### config.mk
export PLATFORM = sky130hd
export DESIGN_NAME = axi_lite_slave_mem
export DESIGN_NICKNAME = d
export VERILOG_FILES = /design/src/rtl/axi_lite_slave_mem.sv
export SDC_FILE = /design/constraint.sdc
export NUM_CORES = 1
export LEC_CHECK = 0
export CAP_MARGIN = 40
export CORE_MARGIN = 2
export CORE_UTILIZATION = 35
export CTS_CLUSTER_DIAMETER = 50
export CTS_CLUSTER_SIZE = 16
export DETAILED_ROUTE_END_ITERATION = 8
export GPL_TIMING_DRIVEN = 1
export HOLD_SLACK_MARGIN = 0.06
export PLACE_DENSITY_LB_ADDON = 0.08
export SLEW_MARGIN = 20
export SYNTH_ARGS = -nofsm -noshare
export SYNTH_HDL_FRONTEND = slang
export SYNTH_SLANG_ARGS = --single-unit
### constraint.sdc
create_clock -name ACLK -period 31 [get_ports ACLK]
set_input_delay 7.75 -clock ACLK [delete_from_list [all_inputs] [get_ports ACLK]]
set_output_delay 7.75 -clock ACLK [all_outputs]
set_load 0.005 [all_outputs]
### src/rtl/axi_lite_slave_mem.sv
// AXI4-Lite slave backed by a DEPTH x 32-bit register memory; no RRESP, full-word writes only.
// Optional privilege check enabled by defining AXI_LITE_SLAVE_PROT_CHECK_EN.
`timescale 1ns/1ps
module axi_lite_slave_mem #(
    parameter int unsigned DEPTH       = 16,
    parameter logic [31:0] RESET_VALUE = 32'h0000_0000
) (
    input  logic        ACLK,
    input  logic        ARESET,
    input  logic [31:0] AWADDR,
    input  logic        AWVALID,
    output logic        AWREADY,
    input  logic [3:0]  AWCACHE,
    input  logic [2:0]  AWPROT,
    input  logic [31:0] WDATA,
    input  logic        WVALID,
    output logic        WREADY,
    output logic [1:0]  BRESP,
    output logic        BVALID,
    input  logic        BREADY,
    input  logic [31:0] ARADDR,
    input  logic        ARVALID,
    output logic        ARREADY,
    input  logic [3:0]  ARCACHE,
    input  logic [2:0]  ARPROT,
    output logic [31:0] RDATA,
    output logic        RVALID,
    input  logic        RREADY
);
    localparam int unsigned IW = (DEPTH > 1) ? $clog2(DEPTH) : 1;

    typedef enum logic [1:0] {W_IDLE, W_HAVE_ADDR, W_HAVE_DATA, W_RESP} w_state_e;
    typedef enum logic {R_IDLE, R_DATA} r_state_e;

    w_state_e       w_state_q, w_state_d;
    r_state_e       r_state_q, r_state_d;
    logic [IW-1:0]  waddr_idx_q, waddr_idx_d;
    logic           waddr_ok_q, waddr_ok_d;
    logic [31:0]    wdata_q, wdata_d;
    logic [1:0]     bresp_q, bresp_d;
    logic [31:0]    rdata_q, rdata_d;
    logic           ready_en_q, ready_en_d;
    logic [31:0]    mem_q [DEPTH];
    logic [31:0]    mem_d [DEPTH];

    logic           aw_hs, w_hs, ar_hs;
    logic [IW-1:0]  aw_idx, ar_idx, c_idx;
    logic           aw_ok, ar_ok, c_ok, commit;
    logic [31:0]    c_data;
    logic           unused_inputs;

`ifdef AXI_LITE_SLAVE_PROT_CHECK_EN
    assign aw_ok = (AWADDR[31:IW+2] == '0) && AWPROT[0];
    assign ar_ok = (ARADDR[31:IW+2] == '0) && ARPROT[0];
    assign unused_inputs = ^{AWADDR[1:0], ARADDR[1:0], AWCACHE, ARCACHE, AWPROT[2:1], ARPROT[2:1]};
`else
    assign aw_ok = (AWADDR[31:IW+2] == '0);
    assign ar_ok = (ARADDR[31:IW+2] == '0);
    assign unused_inputs = ^{AWADDR[1:0], ARADDR[1:0], AWCACHE, ARCACHE, AWPROT, ARPROT};
`endif

    assign aw_idx = AWADDR[IW+1:2];
    assign ar_idx = ARADDR[IW+1:2];

    // ready_en_q keeps every ready low through reset and raises them on the first edge after release
    assign AWREADY = ready_en_q && (w_state_q == W_IDLE || w_state_q == W_HAVE_DATA);
    assign WREADY  = ready_en_q && (w_state_q == W_IDLE || w_state_q == W_HAVE_ADDR);
    assign ARREADY = ready_en_q && (r_state_q == R_IDLE);
    assign BVALID  = (w_state_q == W_RESP);
    assign RVALID  = (r_state_q == R_DATA);
    assign BRESP   = bresp_q;
    assign RDATA   = rdata_q;

    assign aw_hs = AWVALID && AWREADY;
    assign w_hs  = WVALID && WREADY;
    assign ar_hs = ARVALID && ARREADY;

    always_comb begin
        ready_en_d  = 1'b1;
        w_state_d   = w_state_q;
        waddr_idx_d = waddr_idx_q;
        waddr_ok_d  = waddr_ok_q;
        wdata_d     = wdata_q;
        bresp_d     = bresp_q;
        mem_d       = mem_q;
        commit      = 1'b0;
        c_idx       = waddr_idx_q;
        c_ok        = waddr_ok_q;
        c_data      = wdata_q;
        case (w_state_q)
            W_IDLE: begin
                if (aw_hs && w_hs) begin
                    commit = 1'b1;
                    c_idx  = aw_idx;
                    c_ok   = aw_ok;
                    c_data = WDATA;
                end else if (aw_hs) begin
                    waddr_idx_d = aw_idx;
                    waddr_ok_d  = aw_ok;
                    w_state_d   = W_HAVE_ADDR;
                end else if (w_hs) begin
                    wdata_d   = WDATA;
                    w_state_d = W_HAVE_DATA;
                end
            end
            W_HAVE_ADDR: begin
                if (w_hs) begin
                    commit = 1'b1;
                    c_data = WDATA;
                end
            end
            W_HAVE_DATA: begin
                if (aw_hs) begin
                    commit = 1'b1;
                    c_idx  = aw_idx;
                    c_ok   = aw_ok;
                end
            end
            W_RESP: begin
                if (BREADY) w_state_d = W_IDLE;
            end
        endcase
        if (commit) begin
            w_state_d = W_RESP;
            bresp_d   = c_ok ? 2'b00 : 2'b10;
            if (c_ok) mem_d[c_idx] = c_data;
        end
    end

    // Read samples mem_q, so a same-edge write commit is not visible to it
    always_comb begin
        r_state_d = r_state_q;
        rdata_d   = rdata_q;
        case (r_state_q)
            R_IDLE: begin
                if (ar_hs) begin
                    rdata_d   = ar_ok ? mem_q[ar_idx] : '0;
                    r_state_d = R_DATA;
                end
            end
            R_DATA: begin
                if (RREADY) r_state_d = R_IDLE;
            end
        endcase
    end

    always_ff @(posedge ACLK or posedge ARESET) begin
        if (ARESET) begin
            ready_en_q  <= 1'b0;
            w_state_q   <= W_IDLE;
            r_state_q   <= R_IDLE;
            waddr_idx_q <= '0;
            waddr_ok_q  <= 1'b0;
            wdata_q     <= '0;
            bresp_q     <= 2'b00;
            rdata_q     <= '0;
            for (int unsigned i = 0; i < DEPTH; i++) mem_q[i] <= RESET_VALUE;
        end else begin
            ready_en_q  <= ready_en_d;
            w_state_q   <= w_state_d;
            r_state_q   <= r_state_d;
            waddr_idx_q <= waddr_idx_d;
            waddr_ok_q  <= waddr_ok_d;
            wdata_q     <= wdata_d;
            bresp_q     <= bresp_d;
            rdata_q     <= rdata_d;
            mem_q       <= mem_d;
        end
    end
endmodule

==> summary.md <==
| Metric | Value |
|---|---|
| Largest net degree at the start of global routing | `about 180` |
| Final WL | `approximately 70,000 um` |
| Pre-CTS setup slack | `19.84 ns` |
| Routed wl met2 | `34,200 um` |
| Uppermost layer routed | `met4` |
| Vias per cell | `5.25` |
| Die Ht | `between 200 and 300 um` |
| Synth-to-Final Area Change | `19.6%` |
| Via count | `14.8k` |
| Setup TNS Final | `0 ns` |
| First-pass DRT Iterations | `4` |
| Worst R2R Start | `ready_en_q` |
| # resized after CTS | `0` |
| HP Class | `flop to flop` |
| Slew Viols, Final | `0` |
| Core footprint | `75,800 um^2` |
| Post-Place Cell Area | `29,200 um^2` |
| Die area | `78,800 um^2` |
| Required time worst endpoint | `approximately 31 ns` |
| GRT Total Usage | `0.180` |
| Unrepaired setup endpoints after global routing | `no` |
| Nets | `1,906` |
| IO Pins | `around 160` |
| Critical path arrival | `10.89 ns` |
| # H-tree levels | `3` |
| VDD IR max | `between 30 and 40 uV` |
| Clock Path Buffers | `3` |
| Cts hold-fix bufs | `0` |
| Most common flop cell mapped by yosys | `dfrtp_1` |
| R2r setup slk | `27.70 ns` |
| Initial Util | `0.353` |
| Grt ovf | `0` |
| Seq cells post-synth | `586` |
| Clk_lat worst skew | `0.61 ns` |
| First-pass GRT wire length | `105,000 um` |
| CTS root buffer | `clkbuf_16` |
| Chip width | `281 um` |
| Worst slew pin tran | `approximately 0.86 ns` |
| Max_cap viols | `0` |
| Number of global-route vias before repair | `16.4k` |
| Worst Skew | `0.0198 ns` |
| CTS tree | `done` |
| Syn Inst Count | `1,672` |
| Met1 wire length | `30,900 um` |
| Post-DP HPWL | `37,000 um` |
| Mapped Area | `26,800 um^2` |
| DR WL/cell | `~24 um` |
| Post-synth EDFFs | `0` |
| Finished Cell Area | `32,000 um^2` |
| Worst Setup Slack, final | `20.59 ns` |
| Fin crit period | `10.41 ns` |
| Critical path type | `primary input to flop` |
| Final hold vios | `0` |
| R2R cell count | `6` |
| Post-route ant nets | `0` |
| Remaining DRCs | `0` |
| Yosys warns | `0` |
| Number of diodes | `0` |
| Max-slew headroom | `0.427` |
| # setup viols final | `0` |
| Total clock buffers created by CTS | `76` |
| CP endpoint kind | `flop` |
| Crit. Startpoint | `AWVALID` |
| CTS clk-pin slew, worst paths | `0.06 ns` |
| Post-CTS Setup Bufs | `0` |
| Filler cells | `6,874` |
| Post-synth net total | `roughly 1.8k` |
| Share of layout cells above drive strength 1 | `0.429` |
| Initial antenna violation count | `0` |
| Sinks on Clock Net | `586` |
| Synthesized area per cell | `16.0 um^2` |
| WHS | `0.477 ns` |
| 1st-iter DRT viols | `between 800 and 900` |
| CP Capture Point | `mem_q[174]` |
| Reg2reg end | `mem_q[174]` |
| Fmax achieved | `96.1 MHz` |
| Worst setup SP type | `primary input` |
| # rows | `101` |
| Status | `finished, final reports clean` |
| Post-synthesis sequential area ratio | `0.547` |
| Power Density | `82.3 nW/um^2` |
| Routability cong. | `0.699` |
| # port buffers | `136` |
| Netlist cell types | `43` |
| Static Leak | `14.8 nW` |
| Share of the clock period used by the worst path | `0.336` |
| Crit path max fanout | `25` |
| Async set-reset flop share out of synthesis | `1.00` |
| Met3 wire length | `2500 um` |
[per-layer routing]
| layer | vias up | global-route usage |
|---|---|---|
| met2 | 261 | 0.309 |
| met1 | 8050 | 0.237 |
| met5 | - | 0 |
| li1 | 6443 | - |
| met3 | 87 | 0.0266 |
| met4 | 0 | 0.0459 |
[registers in the layout, indices dropped and copies added, names as in the netlist]
register and count:
RDATA 32, ready_en_q 1, mem_q 512, waddr_ok_q 1, waddr_idx_q 4, wdata_q 32
w_state_q 2, RVALID 1, BRESP 1
[Yosys cell counts (10+ instances only)]
library cell	instances	area share
buf_6	15	0.0063
buf_1	17	0.0024
inv_1	36	0.0050
nor4_1	11	0.0026
mux2_2	394	0.17
o21ai_0	33	0.0062
mux2_4	35	0.020
mux4_2	159	0.13
a21oi_1	10	0.0019
dfrtp_1	586	0.55
clkbuf_1	62	0.0087
buf_2	46	0.0086
nor2_1	12	0.0017
nand2_1	42	0.0059
mux2_1	153	0.064
[kinds of logic (layout without fill, tap and decap cells)]
kind of cell / Yosys count / in the layout / synth area share
AOI/OAI and AO/OA: 54 / 54 / 0.0112
DFF: 586 / 586 / 0.547
other: 2 / 2 / 0.000280
and+or+nand+nor: 108 / 108 / 0.0251
muxes: 744 / 744 / 0.384
buffers and inverters: 178 / 355 / 0.0316
[layout make-up]
type,instances,area [um^2],share of cell area
Clock buffer,96,2190,0.0684
Clock inverter,42,564,0.0176
Inverter,36,143,0.00445
Multi-Input combinational cell,908,11300,0.353
Sequential cell,586,14700,0.458
Tap cell,978,1220,0.0382
Timing Repair Buffer,181,1930,0.0604
[report_power, final]
part | switching (mW) | internal [mW] | leakage [nW]
clock | 0.357 | 0.598 | 1.35
sequential | 0.107 | 0.988 | 7.98
combinational | 0.263 | 0.322 | 5.49
[worst max-delay path, stage by stage]
cell and delay [ns]:
clkdlybuf4s50_1 0.54, and3b_1 0.41, nand2_2 0.08, o31a_4 0.43
nor3_4 0.63, buf_4 0.61, mux2_2 0.40
[how the worst min path moves through the flow]
stage / from / end / slack, ns / cells past startpoint
6_report: mem_q[500] / mem_q[500] / 0.48 / 1
5_1_grt: mem_q[480] / mem_q[480] / 0.50 / 1
4_1_cts: mem_q[181] / mem_q[181] / 0.48 / 1
3_5_place_dp: mem_q[509] / mem_q[509] / 0.47 / 1
3_3_place_gp: mem_q[65] / mem_q[65] / 0.46 / 1
2_1_floorplan: mem_q[180] / mem_q[180] / 0.45 / 1
[cells in the final DEF (no fill, tap or decap), types with 10 or more instances in the layout]
master	instances
inv_1	35
o21ai_0	33
mux4_2	159
mux2_1	153
bufinv_16	11
buf_4	32
clkbuf_8	12
mux2_2	394
nor2_1	11
clkdlybuf4s50_1	132
nand2_1	41
inv_6	12
clkbuf_16	81
a21oi_1	10
dfrtp_1	586
nor4_1	11
mux2_4	35
[per-stage QoR]
stage | total power, mW | utilization | std cells
after floorplan | 1.54 | - | 1672
after global placement | 1.67 | 0.382 | 2673
after detailed placement | 1.70 | 0.386 | 2687
after CTS | 2.67 | 0.422 | 2825
after global routing | 2.78 | 0.423 | 2827
final | 2.64 | 0.423 | 2827
(Power assumes the default switching activity.)
